**src/rtl/mpc_sram_arbiter.sv**
```systemverilog
// Round-robin arbiter that shares one single-port SRAM among NUM_REQ requesters.
// Only one access is outstanding at a time; response backpressure freezes the SRAM so its held rdata stays valid.
module mpc_sram_arbiter_lane #(
    parameter int ADDR_SIZE = 10,
    parameter int DATA_SIZE = 32
) (
    input  logic                 gnt,
    input  logic                 we,
    input  logic [ADDR_SIZE-1:0] addr,
    input  logic [DATA_SIZE-1:0] wdata,
    output logic                 we_m,
    output logic [ADDR_SIZE-1:0] addr_m,
    output logic [DATA_SIZE-1:0] wdata_m
);
    // Masked by the one-hot grant so the top can OR the lanes together.
    assign we_m    = gnt & we;
    assign addr_m  = addr & {ADDR_SIZE{gnt}};
    assign wdata_m = wdata & {DATA_SIZE{gnt}};
endmodule

module mpc_sram_arbiter #(
    parameter int NUM_REQ   = 2,
    parameter int ADDR_SIZE = 10,
    parameter int DATA_SIZE = 32
) (
    input  logic                           clk,
    input  logic                           rst_n,
    input  logic [NUM_REQ-1:0]             req_valid,
    output logic [NUM_REQ-1:0]             req_ready,
    input  logic [NUM_REQ-1:0]             req_we,
    input  logic [NUM_REQ*ADDR_SIZE-1:0]   req_addr,
    input  logic [NUM_REQ*DATA_SIZE-1:0]   req_wdata,
    output logic [NUM_REQ-1:0]             rsp_valid,
    input  logic [NUM_REQ-1:0]             rsp_ready,
    output logic [DATA_SIZE-1:0]           rsp_rdata,
    output logic                           sram_cs,
    output logic                           sram_we,
    output logic [ADDR_SIZE-1:0]           sram_addr,
    output logic [DATA_SIZE-1:0]           sram_wdata,
    input  logic [DATA_SIZE-1:0]           sram_rdata
);
    localparam int PW = $clog2(NUM_REQ);

    logic [PW-1:0]                       ptr, owner, gidx, ptr_nxt;
    logic                                stall;
    logic [2*NUM_REQ-1:0]                req_dbl, gnt_dbl;
    logic [NUM_REQ-1:0]                  req_rot, gnt_rot, grant;
    logic [NUM_REQ-1:0]                  lane_we;
    logic [NUM_REQ-1:0][ADDR_SIZE-1:0]   lane_addr;
    logic [NUM_REQ-1:0][DATA_SIZE-1:0]   lane_wdata;

    assign stall = rsp_valid[owner] & ~rsp_ready[owner];

    // Rotate ptr down to bit 0, keep the lowest set bit, rotate back.
    assign req_dbl = {req_valid, req_valid} >> ptr;
    assign req_rot = req_dbl[NUM_REQ-1:0];
    assign gnt_rot = req_rot & (~req_rot + NUM_REQ'(1));
    assign gnt_dbl = {gnt_rot, gnt_rot} << ptr;
    assign grant   = (rst_n && !stall) ? gnt_dbl[2*NUM_REQ-1 -: NUM_REQ] : '0;

    always_comb begin
        gidx = '0;
        for (int i = 0; i < NUM_REQ; i++)
            if (grant[i]) gidx = PW'(i);
    end

    assign ptr_nxt = (gidx == PW'(NUM_REQ - 1)) ? '0 : gidx + PW'(1);

    for (genvar g = 0; g < NUM_REQ; g++) begin : g_lane
        mpc_sram_arbiter_lane #(
            .ADDR_SIZE (ADDR_SIZE),
            .DATA_SIZE (DATA_SIZE)
        ) u_lane (
            .gnt     (grant[g]),
            .we      (req_we[g]),
            .addr    (req_addr[g*ADDR_SIZE +: ADDR_SIZE]),
            .wdata   (req_wdata[g*DATA_SIZE +: DATA_SIZE]),
            .we_m    (lane_we[g]),
            .addr_m  (lane_addr[g]),
            .wdata_m (lane_wdata[g])
        );
    end

    always_comb begin
        sram_addr  = '0;
        sram_wdata = '0;
        for (int i = 0; i < NUM_REQ; i++) begin
            sram_addr  = sram_addr  | lane_addr[i];
            sram_wdata = sram_wdata | lane_wdata[i];
        end
    end

    assign sram_we   = |lane_we;
    assign sram_cs   = |grant;
    assign req_ready = grant;
    assign rsp_rdata = sram_rdata;

    // A new grant may coincide with completion of the previous response.
    always_ff @(posedge clk) begin
        if (!rst_n) begin
            ptr       <= '0;
            owner     <= '0;
            rsp_valid <= '0;
        end else if (|grant) begin
            owner     <= gidx;
            ptr       <= ptr_nxt;
            rsp_valid <= grant;
        end else if (rsp_valid[owner] && rsp_ready[owner]) begin
            rsp_valid <= '0;
        end
    end
endmodule
```
**config.mk**
```make
export PLATFORM = sky130hd
export DESIGN_NAME = mpc_sram_arbiter
export DESIGN_NICKNAME = d
export VERILOG_FILES = /design/src/rtl/mpc_sram_arbiter.sv
export SDC_FILE = /design/constraint.sdc
export NUM_CORES = 1
export LEC_CHECK = 0
export ABC_AREA = 1
export CORE_MARGIN = 2
export CORE_UTILIZATION = 19
export DETAILED_ROUTE_END_ITERATION = 10
export PLACE_DENSITY_LB_ADDON = 0.12
export SLEW_MARGIN = 20
export SYNTH_ARGS = -nofsm -noshare
export SYNTH_HDL_FRONTEND = slang
export SYNTH_SLANG_ARGS = --single-unit
export TNS_END_PERCENT = 5
```
**constraint.sdc**
```tcl
create_clock -name clk -period 1.6 [get_ports clk]
set_input_delay 0.48 -clock clk [delete_from_list [all_inputs] [get_ports clk]]
set_output_delay 0.48 -clock clk [all_outputs]
set_load 0.01 [all_outputs]
```
# Yosys cells after proc, flatten, opt, wreduce, memory -nomap -nowiden
# Index checks and enable logic that the tools add are counted.
[word_totals]
regBits = 4
in_bits = 124
output_inout_bits = 80
elab_cells = 35
[classes]
n_addsub = 2
order_cmp = 1
shift = 2
muxes = 9
n_bitwise = 12
n_reduce_logical = 6
[ops]
columns = ["operator", "count"]
rows = [
  ["$and 32x32->32", 2],
  ["$or 32x32->32", 1],
  ["$and 10x10->10", 2],
  ["$or 10x10->10", 1],
  ["$mux 1", 6],
  ["$mux 2", 3],
  ["$reduce_or 2->1", 2],
  ["$shl 4x1->4", 1],
  ["$shr 4x1->2", 1],
  ["$and 1x1->1", 3],
  ["$add 2x1->2 const B", 1],
  ["$and 2x2->2", 1],
  ["$logic_and 1x1->1", 2],
  ["$lt 1x2->1 const B", 1],
  ["$not 2->2", 1],
  ["$reduce_bool 2->1", 1],
  ["$add 1x1->1 const B", 1],
  ["$logic_not 1->1", 1],
  ["$not 1->1", 1],
]

# Longest topological paths before layout
# Gate-level depths: netlist (run 1).
[depth]
ltp_word = 10
depth_mapped = 9
ltp_nobuf = 8

# Cells and area by module
# Synthesis (run 1) repeated with hierarchy kept, for this count alone.
[unflattened]
hier_cells = 294
area_unflattened_um2 = 1529.0
[modules_own_cells]
columns = ["module", "n_inst", "cells_each", "area_each_um2", "seq_area_each_um2"]
rows = [
  ["mpc_sram_arbiter", 1, 112, 778.2, 80.1],
  ["mpc_sram_arbiter_lane", 2, 91, 375.4, 0.0],
]

# Least setup slack after synthesis (run 1)
# OpenSTA, ideal clock, no wires.
[synth_timing]
path_kind = "input -> output"
from = "input req_valid[0]"
to = "output sram_wdata[23]"
arrival_time_ps = 1218
t_required_ps = 1120
slack_ps = -98
cell_stages = 8
n_path_buf = 1
path_cell_list = "inv_1 -> a21oi_2 -> nor2_1 -> nand3_4 -> inv_4 -> buf_6 -> nand2_1 -> nand2_1"
[synth_via]
elab_chain_cells = 8
word_cells_on_any_way = 9
cone_classes = "add/sub: 1; shift: 2; mux: 1; bitwise: 5"
[synth_rtl]
columns = ["element", "line_no", "rtl"]
rows = [
  ["start, declared", "28", "input logic [NUM_REQ-1:0] req_valid,"],
  ["$shr 4x1->2 *", "55", "assign req_dbl = {req_valid, req_valid} >> ptr;"],
  ["$not 2->2", "57", "assign gnt_rot = req_rot & (~req_rot + NUM_REQ'(1));"],
  ["$add 2x1->2", "57", ""],
  ["$and 2x2->2 *", "57", ""],
  ["$shl 4x1->4 *", "58", "assign gnt_dbl = {gnt_rot, gnt_rot} << ptr;"],
  ["$mux 2 *", "59", "assign grant = (rst_n && !stall) ? gnt_dbl[2*NUM_REQ-1 -: NUM_REQ] : '0;"],
  ["net g_lane[1].u_lane.gnt", "7", "input logic gnt,"],
  ["$and 32x32->32 *", "18", "assign wdata_m = wdata & {DATA_SIZE{gnt}};"],
  ["$or 32x32->32 *", "89", "sram_wdata = sram_wdata | lane_wdata[i];"],
  ["end, declared", "39", "output logic [DATA_SIZE-1:0] sram_wdata,"],
]
# The timed path passes the listed nets; every way through them passes the cells marked *.

# Final worst setup path (run 1)
[layout_timing]
from = "register owner"
to = "output sram_wdata[3]"
[layout_via]
elab_chain_cells = 9
word_cells_on_any_way = 12
cone_classes = "mux: 5; bitwise: 5; reduce/logical: 2"
[layout_rtl]
columns = ["element", "line_no", "rtl"]
rows = [
  ["start, declared", "44", "logic [PW-1:0] ptr, owner, gidx, ptr_nxt;"],
  ["start signal, assigned", "105", "owner <= gidx;"],
  ["$mux 1 (not written as such) (2 in a row)", "52", "assign stall = rsp_valid[owner] & ~rsp_ready[owner];"],
  ["$not 1->1", "52", ""],
  ["$and 1x1->1 *", "52", ""],
  ["$logic_not 1->1 *", "59", ""],
  ["$logic_and 1x1->1 *", "59", ""],
  ["$mux 2 *", "59", ""],
  ["$and 32x32->32", "18", ""],
  ["$or 32x32->32 *", "89", ""],
]
# Every way passes the cells marked *; elsewhere a longest branch is shown, timed or not. The select of a mux whose other input is x is not followed.

==> run_results.csv, run 1 <==
group,metric,value,unit
timing,finalMaxSlewViolations,0,
final_layout,layout.filler_cells,607,
place,pre_cts_slack,-1.184,ns
cts,cts_tree,"built",
timing,timing.hold.ws,0.5213,ns
final_layout,post-route-util,49.94,%
final_layout,area.growth.synth_to_final,151.8,%
pwr,net_switching_power_of_the_design,0.3892,mW
floorplanning,initial_core_util,19.83,%
floorplanning,area_of_the_die,6863,um2
run,maxCapViolCount,0,
timing,timing_worst_slew_pin_value,0.2324,ns
logic_synthesis,syn_area_per_cell,5.624,um2
final_layout,area_of_all_placed_cells_without_fillers,2974,um2
logic_synthesis,total_nets_after_synthesis,334,
detailed_routing,topRoutingLayerUsed,"met4",
pwr,power.density,398.3,nW/um2
timing,report.final.setup_viol,46,
logic_synthesis,synth.yosys.warnings,0,
detailed_routing,routed_wl,4791,um
cts,holdBufCountCts,0,
status,outcome,"finished with violations",
global_routing,vias_in_the_first_global_route,1720,
logic_synthesis,netlist_instances,210,
cts,clk-insertion-delay-late,0.22,ns
pwr,netSwitchingFraction,32.85,%
timing,finalClockSkew,0.002321,ns
detailed_routing,drt-met1-wl,1831,um
timing,timing_hold_violations_final,0,
detailed_routing,wl_met3,396,um
worst_setup_path,cp_data_required_time,1.12,ns
logic_synthesis,synth.lib_cells_used.distinct,17,
global_routing,pin_count_of_the_biggest_net_entering_global_routing,14,
cts,numClockSinks,4,
status,failed_checks,"setup timing",
cts,cts_h_tree_lvls,1,
pwr,static-leakage-power,1.468,nW
detailed_routing,antenna_violating_nets_post_route,0,
pwr,power.share.sequential,10.2,%
global_routing,grt_first_pass_wirelength,7914,um
final_layout,post_route_cells_drive_above_1_share,53.41,%
floorplanning,ioPinCount,204,
final_layout,num_antenna_cells,0,
timing,period_share,123.6,%
pwr,power.total,1.185,mW
timing,rsz0062_at_grt,"yes",
pwr,p_int,0.7954,mW
timing,final_setup_slack_of_the_worst_path,-0.3783,ns
floorplanning,core.rowCount,28,
detailed_routing,routed_via_density,4.046,
timing,worst_slew_margin_rel,84.44,%
logic_synthesis,seq_area_frac_synth,6.780,%
logic_synthesis,synth-seq-cells,4,
place,place_area,2630,um2
detailed_routing,dr.first_iter.drc_count,28,
floorplanning,placeableCoreArea,5956,um2
detailed_routing,drt-pass1-iter-count,3,
place,place_hpwl,3691,um
pwr,part_of_the_power_in_the_clock_network,17.8,%
detailed_routing,wl_met2,2513,um
timing,min_period,1.978,ns
timing,fmaxAchievable,505.5,MHz
worst_setup_path,crit_path_start_kind,"flip-flop",
cts,ctsRootBufferMaster,"clkbuf_8",
logic_synthesis,syn-cell-area,1181,um2
floorplanning,die_width,82.85,um
floorplanning,die_height,82.85,um
global_routing,gr-usage-all-layers,13.64,%
global_routing,antenna_found_initial,0,
detailed_routing,total_via_count_in_the_routed_design,1667,
place,number_of_port_buffers,139,
place,globalplace.congestion,0.7366,
worst_setup_path,crit_fanout,7,
detailed_routing,detail_route.wl_per_cell,11.63,um
cts,path_clk_slew,0.03,ns
cts,cts_buffers,3,
worst_setup_path,worstSetupEndpointType,"primary output",
pwr,peak_ir_drop_on_the_vdd_network,0.2906,mV
worst_setup_path,arrival,1.50,ns
final_layout,layout.nets,463,
min_path,hold_path.class,"reg2reg",
global_routing,grt_remaining_overflow,0,
cts,buffer_levels_on_the_longest_clock_path,2,
worst_setup_path,setup.worst_path.class,"reg2out",
detailed_routing,post-route-drc-count,0,
pwr,p_comb_share,72.0,%
## critical path: stages, from the launching register on
cell and delay (ns):
dfxtp_4 0.37, inv_4 0.05, nand2_4 0.07, nand2_4 0.05, nand2_4 0.09, nand3_4 0.11
inv_8 0.11, buf_12 0.12, nand2_1 0.05, nand2_2 0.05, clkdlybuf4s15_2 0.21
## worst paths after layout
path,slack (ns),cells past startpoint,startpoint,to
hold / removal,0.52,2,owner$_SDFFE_PN0P_,owner$_SDFFE_PN0P_
setup / recovery,-0.38,10,owner$_SDFFE_PN0P_,sram_wdata[3]
setup reg to reg,0.48,8,owner$_SDFFE_PN0P_,rsp_valid[1]$_SDFFE_PN0P_
hold reg to reg,0.52,2,owner$_SDFFE_PN0P_,owner$_SDFFE_PN0P_
## registers in the layout, summed over array words and instances (netlist names)
| name | flops |
|---|---|
| rsp_valid | 2 |
| owner | 1 |
| ptr | 1 |
## cell usage after synthesis, drive strengths merged
cell / instances / area [um2]
dfxtp: 4 / 80.08
o211ai: 1 / 7.510
nand2: 142 / 595.6
a21oi: 1 / 8.760
inv: 12 / 55.05
buf: 42 / 370.4
nor2: 1 / 3.750
nand3: 7 / 60.05
## final cells by class
cell class / count / area (um2) / share of cell area [%]
flip-flops and latches: 4 / 83.83 / 2.819
multi-input cells: 152 / 908.4 / 30.54
clock buffers: 3 / 41.29 / 1.388
repair buffers: 166 / 1774 / 59.66
inverters: 12 / 72.57 / 2.440
well taps: 75 / 93.84 / 3.155
## per-layer routing
| layer | vias up | GRT usage, % |
|---|---|---|
| met1 | 720 | 15.54 |
| met3 | 10 | 3.181 |
| met5 | - | 0 |
| met4 | 0 | 4.620 |
| li1 | 845 | - |
| met2 | 92 | 24.78 |
## power by group through the flow
| stage | Clock [mW] | Combinational (mW) | Sequential (mW) |
|---|---|---|---|
| 3_5_place_dp | 0 | 0.755 | 0.122 |
| 5_1_grt | 0.220 | 0.918 | 0.122 |
| 3_3_place_gp | 0 | 0.756 | 0.122 |
| 2_1_floorplan | 0 | 0.367 | 0.124 |
| 4_1_cts | 0.220 | 0.840 | 0.121 |
| 6_report | 0.210 | 0.853 | 0.121 |
## cell families after synthesis
family | synth area share, %
buffers and inverters | 36.02
and+or+nand+nor | 55.83
AOI/OAI and AO/OA | 1.377
DFF | 6.780
## per-stage QoR
stage | TNS (ns) | std cells
5_1_grt | -18.62 | 412
6_report | -14.78 | 412
3_5_place_dp | -53.29 | 397
2_1_floorplan | -1.200 | 210
4_1_cts | -18.01 | 413
3_3_place_gp | -52.96 | 397
## repair_timing
action | 4_1_cts | 5_1_grt
cloned | 3 | 1
gates resized for setup | 256 | 38
pin swaps | 13 | 6
setup buffers | 12 | 2
endpoints found under the setup margin | 48 | 46
## cell usage in the layout, fill, tap and decap left out
| cell | netlist | routed |
|---|---|---|
| inv_4 | 1 | 1 |
| a21oi_4 | 0 | 1 |
| nor2_2 | 0 | 1 |
| buf_6 | 4 | 45 |
| inv_8 | 1 | 2 |
| nand2_4 | 1 | 13 |
| inv_2 | 1 | 1 |
| inv_1 | 9 | 6 |
| nand3_4 | 2 | 2 |
| buf_4 | 34 | 9 |
| o211ai_1 | 1 | 1 |
| clkdlybuf4s50_1 | 0 | 86 |
| clkbuf_16 | 0 | 1 |
| clkdlybuf4s15_2 | 0 | 3 |
| clkbuf_8 | 0 | 3 |
| nand2_2 | 22 | 75 |
| buf_2 | 0 | 9 |
| dfxtp_4 | 0 | 1 |
| inv_6 | 0 | 2 |
| buf_8 | 2 | 2 |
| buf_12 | 2 | 8 |
| nand2_1 | 119 | 54 |
| dfxtp_1 | 4 | 3 |
| buf_16 | 0 | 1 |
| dlygate4sd2_1 | 0 | 2 |
| nand3_1 | 5 | 5 |
Power figures use the tool's default switching activity.
==> run 2: changes to the inputs <==
--- a/config.mk
+++ b/config.mk
@@ -6,6 +6,7 @@
 export NUM_CORES = 1
 export LEC_CHECK = 0
 export ABC_AREA = 1
+export CORE_ASPECT_RATIO = 1.1
 export CORE_MARGIN = 2
 export CORE_UTILIZATION = 19
 export DETAILED_ROUTE_END_ITERATION = 10
==> run_results.csv, run 2 (synthesis gave the netlist of run 1 again) <==
group,metric,value,unit
final_layout,finalNonFillerCells,414,
timing,worst_slew_margin_rel,81.83,%
cts,cts_tree,"built",
min_path,hold_path.class,"reg2reg",
worst_setup_path,worstSetupEndpointType,"primary output",
pwr,static-leakage-power,1.435,nW
detailed_routing,antenna_violating_nets_post_route,0,
place,globalplace.congestion,0.7000,
final_layout,post-route-util,47.43,%
timing,report.final.setup_viol,46,
final_layout,most-common-layout-cells,"clkdlybuf4s50_1 (86), nand2_2 (68), nand2_1 (61)",
detailed_routing,dr.first_iter.drc_count,5,
global_routing,antenna_found_initial,0,
final_layout,largest_register_ffs,2,
floorplanning,placeableCoreArea,6081,um2
cts,cts_buffers,3,
detailed_routing,post-route-drc-count,0,
cts,numClockSinks,4,
floorplanning,core.rowCount,30,
place,place_hpwl,3695,um
worst_setup_path,setup.worst_path.class,"reg2out",
cts,cts_h_tree_lvls,1,
final_layout,multi_input_comb_area,895.9,um2
floorplanning,die_height,86.70,um
status,failed_checks,"setup timing",
final_layout,area.growth.synth_to_final,144.2,%
timing,finalMaxSlewViolations,0,
final_layout,layout.filler_cells,625,
timing,finalClockSkew,0.004377,ns
final_layout,top_register,"rsp_valid",
timing,timing_hold_violations_final,0,
cts,ctsRootBufferMaster,"clkbuf_8",
cts,holdBufCountCts,0,
worst_setup_path,arrival,1.49,ns
global_routing,grt_first_pass_wirelength,6748,um
floorplanning,initial_core_util,19.42,%
place,placed_cells_incl_taps,402,
global_routing,grt_remaining_overflow,0,
cts,path_clk_slew,0.03,ns
worst_setup_path,crit_fanout,6,
timing,final_setup_slack_of_the_worst_path,-0.3735,ns
final_layout,reg_top3,"rsp_valid x2, owner x1, ptr x1",
timing,timing.hold.ws,0.5198,ns
floorplanning,ioPinCount,204,
global_routing,vias_in_the_first_global_route,1502,
final_layout,seqCellArea,83.83,um2
final_layout,most_common_cell_after_layout_fill_and_taps_aside,"clkdlybuf4s50_1",
final_layout,post_route_cells_drive_above_1_share,50.90,%
pwr,power.density,399.8,nW/um2
run,maxCapViolCount,0,
final_layout,layout.nets,460,
place,number_of_port_buffers,139,
final_layout,num_antenna_cells,0,
cts,clk-insertion-delay-late,0.22,ns
floorplanning,area_of_the_die,6864,um2
worst_setup_path,crit_path_start_kind,"flip-flop",
floorplanning,die_width,79.18,um
global_routing,gr-usage-all-layers,12.14,%
global_routing,pin_count_of_the_biggest_net_entering_global_routing,17,
detailed_routing,routed_wl,4555,um
timing,timing_worst_slew_pin_value,0.2714,ns
pwr,peak_ir_drop_on_the_vdd_network,0.3288,mV
timing,min_period,1.974,ns
timing,fmaxAchievable,506.7,MHz
timing,rsz0062_at_grt,"yes",
detailed_routing,total_via_count_in_the_routed_design,1617,
detailed_routing,routed_via_density,3.906,
cts,buffer_levels_on_the_longest_clock_path,2,
timing,period_share,123.3,%
detailed_routing,drt-pass1-iter-count,3,
worst_setup_path,cp_data_required_time,1.12,ns
status,outcome,"finished with violations",
detailed_routing,detail_route.wl_per_cell,11.00,um
worst_setup_path,timing.reg2reg.setup_slack,0.25,ns
## run 2: path summary, 6_finish.rpt
check,from,endpoint,cells past startpoint
worst max-delay path,owner$_SDFFE_PN0P_,sram_wdata[12],11
worst min-delay path,owner$_SDFFE_PN0P_,owner$_SDFFE_PN0P_,2
worst max register to register,owner$_SDFFE_PN0P_,owner$_SDFFE_PN0P_,10
worst min register to register,owner$_SDFFE_PN0P_,owner$_SDFFE_PN0P_,2
## run 2: area by class of cell
cell class | count | area share, %
clock buffers | 3 | 1.432
multi-input cells | 152 | 31.06
inverters | 12 | 2.516
repair buffers | 163 | 58.61
well taps | 80 | 3.471
flip-flops and latches | 4 | 2.907
## run 2: where the power goes
group | internal, mW | leakage, nW | switching (mW)
clock | 0.160 | 0.0216 | 0.0531
sequential | 0.111 | 0.0338 | 0.0102
combinational | 0.500 | 1.38 | 0.318
total | 0.771 | 1.43 | 0.382
## run 2: metal layers
layer  wire length, um  vias to the layer above  part of all wire [%]  GRT usage (%)
met4               167                        0                   3.7          5.329
met2              2223                       95                    49          21.34
met1              1622                      664                    36          13.03
met5                 0                        -                     0              0
li1                  -                      837                     -              -
met3               541                       21                    12          4.375
## run 2: through the flow
stage | area, um2 | TNS, ns | setup slack [ns] | total power, mW
3_5_place_dp | 2636 | -53.03 | -1.172 | 0.8780
5_1_grt | 2884 | -18.44 | -0.4540 | 1.228
6_report | 2884 | -14.35 | -0.3735 | 1.153
4_1_cts | 2824 | -15.98 | -0.4684 | 1.155
3_3_place_gp | 2636 | -53.18 | -1.189 | 0.8767
2_1_floorplan | 1328 | -1.200 | -0.03369 | 0.4906
## run 2: worst max-delay path, stage by stage (launching register included)
cell and delay, ns:
dfxtp_4 0.37, inv_4 0.04, nand2_4 0.06, nand2_2 0.06, nand2_4 0.09, nand3_4 0.11
inv_8 0.09, buf_6 0.12, buf_12 0.12, nand2_2 0.05, nand2_2 0.05, buf_6 0.09
## run 2: repair_timing
item                       4_1_cts  5_1_grt
setup endpoints to repair       48       46
pin swaps                        7        6
resized for setup              265       20
cloned                           1        1
buffers inserted                 6        5
==> run 3: changes to the inputs <==
--- a/config.mk
+++ b/config.mk
@@ -5,10 +5,9 @@
 export SDC_FILE = /design/constraint.sdc
 export NUM_CORES = 1
 export LEC_CHECK = 0
-export ABC_AREA = 1
 export CORE_ASPECT_RATIO = 1.1
 export CORE_MARGIN = 2
-export CORE_UTILIZATION = 19
+export CORE_UTILIZATION = 20
 export DETAILED_ROUTE_END_ITERATION = 10
 export PLACE_DENSITY_LB_ADDON = 0.12
 export SLEW_MARGIN = 20
==> run_results.csv, run 3 <==
group,metric,value,unit
status,outcome,"finished with violations",
status,failed_checks,"setup timing",
detailed_routing,drt-pass1-iter-count,4,
timing,timing_hold_violations_final,0,
min_path,hold_path.class,"reg2reg",
pwr,power.density,444.4,nW/um2
pwr,power.total,1.309,mW
worst_setup_path,worstSetupEndpointType,"primary output",
logic_synthesis,post_synth_mux_area_share,0,%
timing,min_period,2.149,ns
final_layout,most-common-layout-cells,"clkdlybuf4s50_1 (86), buf_2 (47), nand2_1 (44)",
pwr,net_switching_power_of_the_design,0.4670,mW
logic_synthesis,syn_area_per_cell,5.891,um2
final_layout,top_register,"rsp_valid",
final_layout,most_common_cell_after_layout_fill_and_taps_aside,"clkdlybuf4s50_1",
detailed_routing,detail_route.wl_per_cell,15.58,um
logic_synthesis,seq_area_frac_synth,6.504,%
place,place_hpwl,4498,um
timing,timing_worst_slew_pin_value,0.2307,ns
run,maxCapViolCount,0,
timing,finalClockSkew,0.001617,ns
timing,period_share,134.3,%
pwr,p_comb_share,73.6,%
logic_synthesis,synth_simple_gate_area_share,36.08,%
cts,buffer_levels_on_the_longest_clock_path,2,
floorplanning,placeableCoreArea,5842,um2
min_path,worstHoldStart,"owner$_SDFFE_PN0P_",
min_path,holdPathEnd,"owner$_SDFFE_PN0P_",
worst_setup_path,crit_fanout,8,
logic_synthesis,complex_gate_fraction_of_the_synthesized_area,25.71,%
logic_synthesis,most_used_flip_flop_cell_after_synthesis,"dfxtp_1",
timing,rsz0062_at_grt,"yes",
place,place_area,2734,um2
worst_setup_path,timing.reg2reg.worst_path_depth,7,
worst_setup_path,arrival,1.67,ns
timing,finalMaxSlewViolations,0,
worst_setup_path,setup.worst_path.class,"reg2out",
detailed_routing,antenna_violating_nets_post_route,0,
pwr,static-leakage-power,1.258,nW
pwr,part_of_the_power_in_the_clock_network,17.0,%
logic_synthesis,total_nets_after_synthesis,333,
global_routing,grt_remaining_overflow,0,
logic_synthesis,synth-edff-count,0,
logic_synthesis,yosysTopAreaCell,"buf_4",
final_layout,largest_register_ffs,2,
final_layout,num_antenna_cells,0,
final_layout,area_of_all_placed_cells_without_fillers,2945,um2
floorplanning,core.rowCount,29,
worst_setup_path,reg2reg_to,"rsp_valid[1]$_SDFFE_PN0P_",
pwr,power.share.sequential,9.5,%
worst_setup_path,timing.reg2reg.setup_slack,0.10,ns
detailed_routing,dr.first_iter.drc_count,59,
logic_synthesis,synth_adder_area_share,0,%
global_routing,pin_count_of_the_biggest_net_entering_global_routing,20,
timing,report.final.setup_viol,46,
floorplanning,initial_core_util,21.08,%
global_routing,gr-usage-all-layers,18.03,%
worst_setup_path,crit_path_start_kind,"flip-flop",
timing,fmaxAchievable,465.4,MHz
place,globalplace.congestion,0.7747,
logic_synthesis,synth.cells.most_frequent,"a21oi_1 (44), nand2_1 (44), nand3_1 (44), buf_4 (34), buf_2 (12)",
logic_synthesis,synth.lib_cells_used.distinct,26,
floorplanning,ioPinCount,204,
floorplanning,die_width,78.81,um
floorplanning,area_of_the_die,6801,um2
logic_synthesis,asyncSetResetFlopFracSynth,0,%
final_layout,post_route_cells_drive_above_1_share,44.80,%
timing,final_setup_slack_of_the_worst_path,-0.5489,ns
logic_synthesis,syn-cell-area,1231,um2
cts,cts_tree,"built",
global_routing,vias_in_the_first_global_route,1989,
final_layout,area.growth.synth_to_final,139.2,%
place,pre_cts_slack,-1.109,ns
cts,clk-insertion-delay-late,0.22,ns
global_routing,antenna_found_initial,0,
min_path,worst_hold_depth,2,
pwr,p_int,0.8419,mW
logic_synthesis,synth-seq-cells,4,
final_layout,layout.nets,472,
detailed_routing,routed_via_density,4.626,
worst_setup_path,cp_data_required_time,1.12,ns
global_routing,grt_first_pass_wirelength,9894,um
logic_synthesis,post-synth-top-area-fraction,20.73,%
timing,worst_slew_margin_rel,84.61,%
logic_synthesis,synth_top_family_by_area,"simple AND/OR/NAND/NOR gates",
cts,cts_h_tree_lvls,1,
cts,path_clk_slew,0.03,ns
cts,ctsRootBufferMaster,"clkbuf_8",
final_layout,reg_top3,"rsp_valid x2, owner x1, ptr x1",
detailed_routing,total_via_count_in_the_routed_design,1957,
logic_synthesis,synth_xor_xnor_area_share,0,%
place,number_of_port_buffers,139,
logic_synthesis,synth.yosys.warnings,0,
detailed_routing,routed_wl,6592,um
worst_setup_path,r2r-start,"owner$_SDFFE_PN0P_",
logic_synthesis,synth_top_cells_by_area,"buf_4 (21%), a21oi_1 (18%), nand3_1 (18%)",
logic_synthesis,netlist_instances,209,
cts,cts_buffers,3,
pwr,netSwitchingFraction,35.68,%
pwr,peak_ir_drop_on_the_vdd_network,0.4777,mV
cts,numClockSinks,4,
floorplanning,die_height,86.29,um
detailed_routing,post-route-drc-count,0,
run 3: cell count changes after synthesis, sizes merged, moves of 2 or more:
| cell | change |
|---|---|
| inv | -10 |
| clkbuf | +2 |
| nand2 | -98 |
| buf | +9 |
| a21oi | +43 |
| nand3 | +38 |
| nor2 | +3 |
run 3: worst max-delay path, cell delays in order (launching register included):
cell     delay (ns)
dfxtp_2        0.33
or3b_4         0.41
nand3_4        0.09
buf_12         0.11
buf_6          0.10
buf_12         0.10
buf_12         0.13
a21oi_2        0.04
buf_2          0.14
run 3: repair_timing:
item                       4_1_cts  5_1_grt
hold buffers                     0        0
setup endpoints to repair       52       46
resized for setup              219        9
cloned                           3        0
setup buffers                   20        3
pin swaps                        3        2
run 3: layout make-up:
class | count | area [um2]
clock buffers | 3 | 41.29
well taps | 77 | 96.34
inverters | 2 | 7.507
repair buffers | 187 | 1759
fillers | 596 | 2897
multi-input cells | 150 | 958.4
flip-flops and latches | 4 | 82.58
run 3: how the worst max path moves through the flow:
stage	start	to	cells past startpoint
after CTS	rsp_ready[0]	sram_addr[0]	9
after global routing	owner$_SDFFE_PN0P_	sram_addr[0]	8
after floorplan	rsp_ready[0]	sram_addr[2]	5
after global placement	rsp_ready[0]	sram_addr[0]	6
final	owner$_SDFFE_PN0P_	sram_addr[1]	8
after detailed placement	rsp_ready[0]	req_ready[0]	6
run 3: cell families (layout without fill, tap and decap cells):
family          count (synthesis)  after routing
simple gates                   97             97
buf+inv                        55            192
compound gates                 53             53
flops                           4              4
run 3: power by group through the flow:
stage          sequential [mW]  clock, mW  combinational (mW)
2_1_floorplan            0.126          0               0.447
3_3_place_gp             0.123          0               0.853
3_5_place_dp             0.123          0               0.854
4_1_cts                  0.122      0.227               0.960
5_1_grt                  0.124      0.232                1.03
6_report                 0.124      0.222               0.963
run 3: metal layers:
layer	global-route usage, %	part of all wire [%]	vias up
li1	-	-	965
met1	21.62	41	887
met2	33.41	49	78
met5	0	0	-
met4	5.799	2.5	0
met3	2.083	6.7	27
run 3: metrics by stage:
stage / utilization, % / setup TNS [ns] / hold slack [ns] / std cells
after global placement: 46.80 / -50.24 / 0.5812 / 394
after floorplan: - / -6.497 / 0.5508 / 209
after global routing: 50.42 / -24.35 / 0.5949 / 423
after CTS: 50.22 / -23.49 / 0.5960 / 420
final: 50.42 / -22.04 / 0.5788 / 423
after detailed placement: 46.80 / -50.48 / 0.5797 / 394
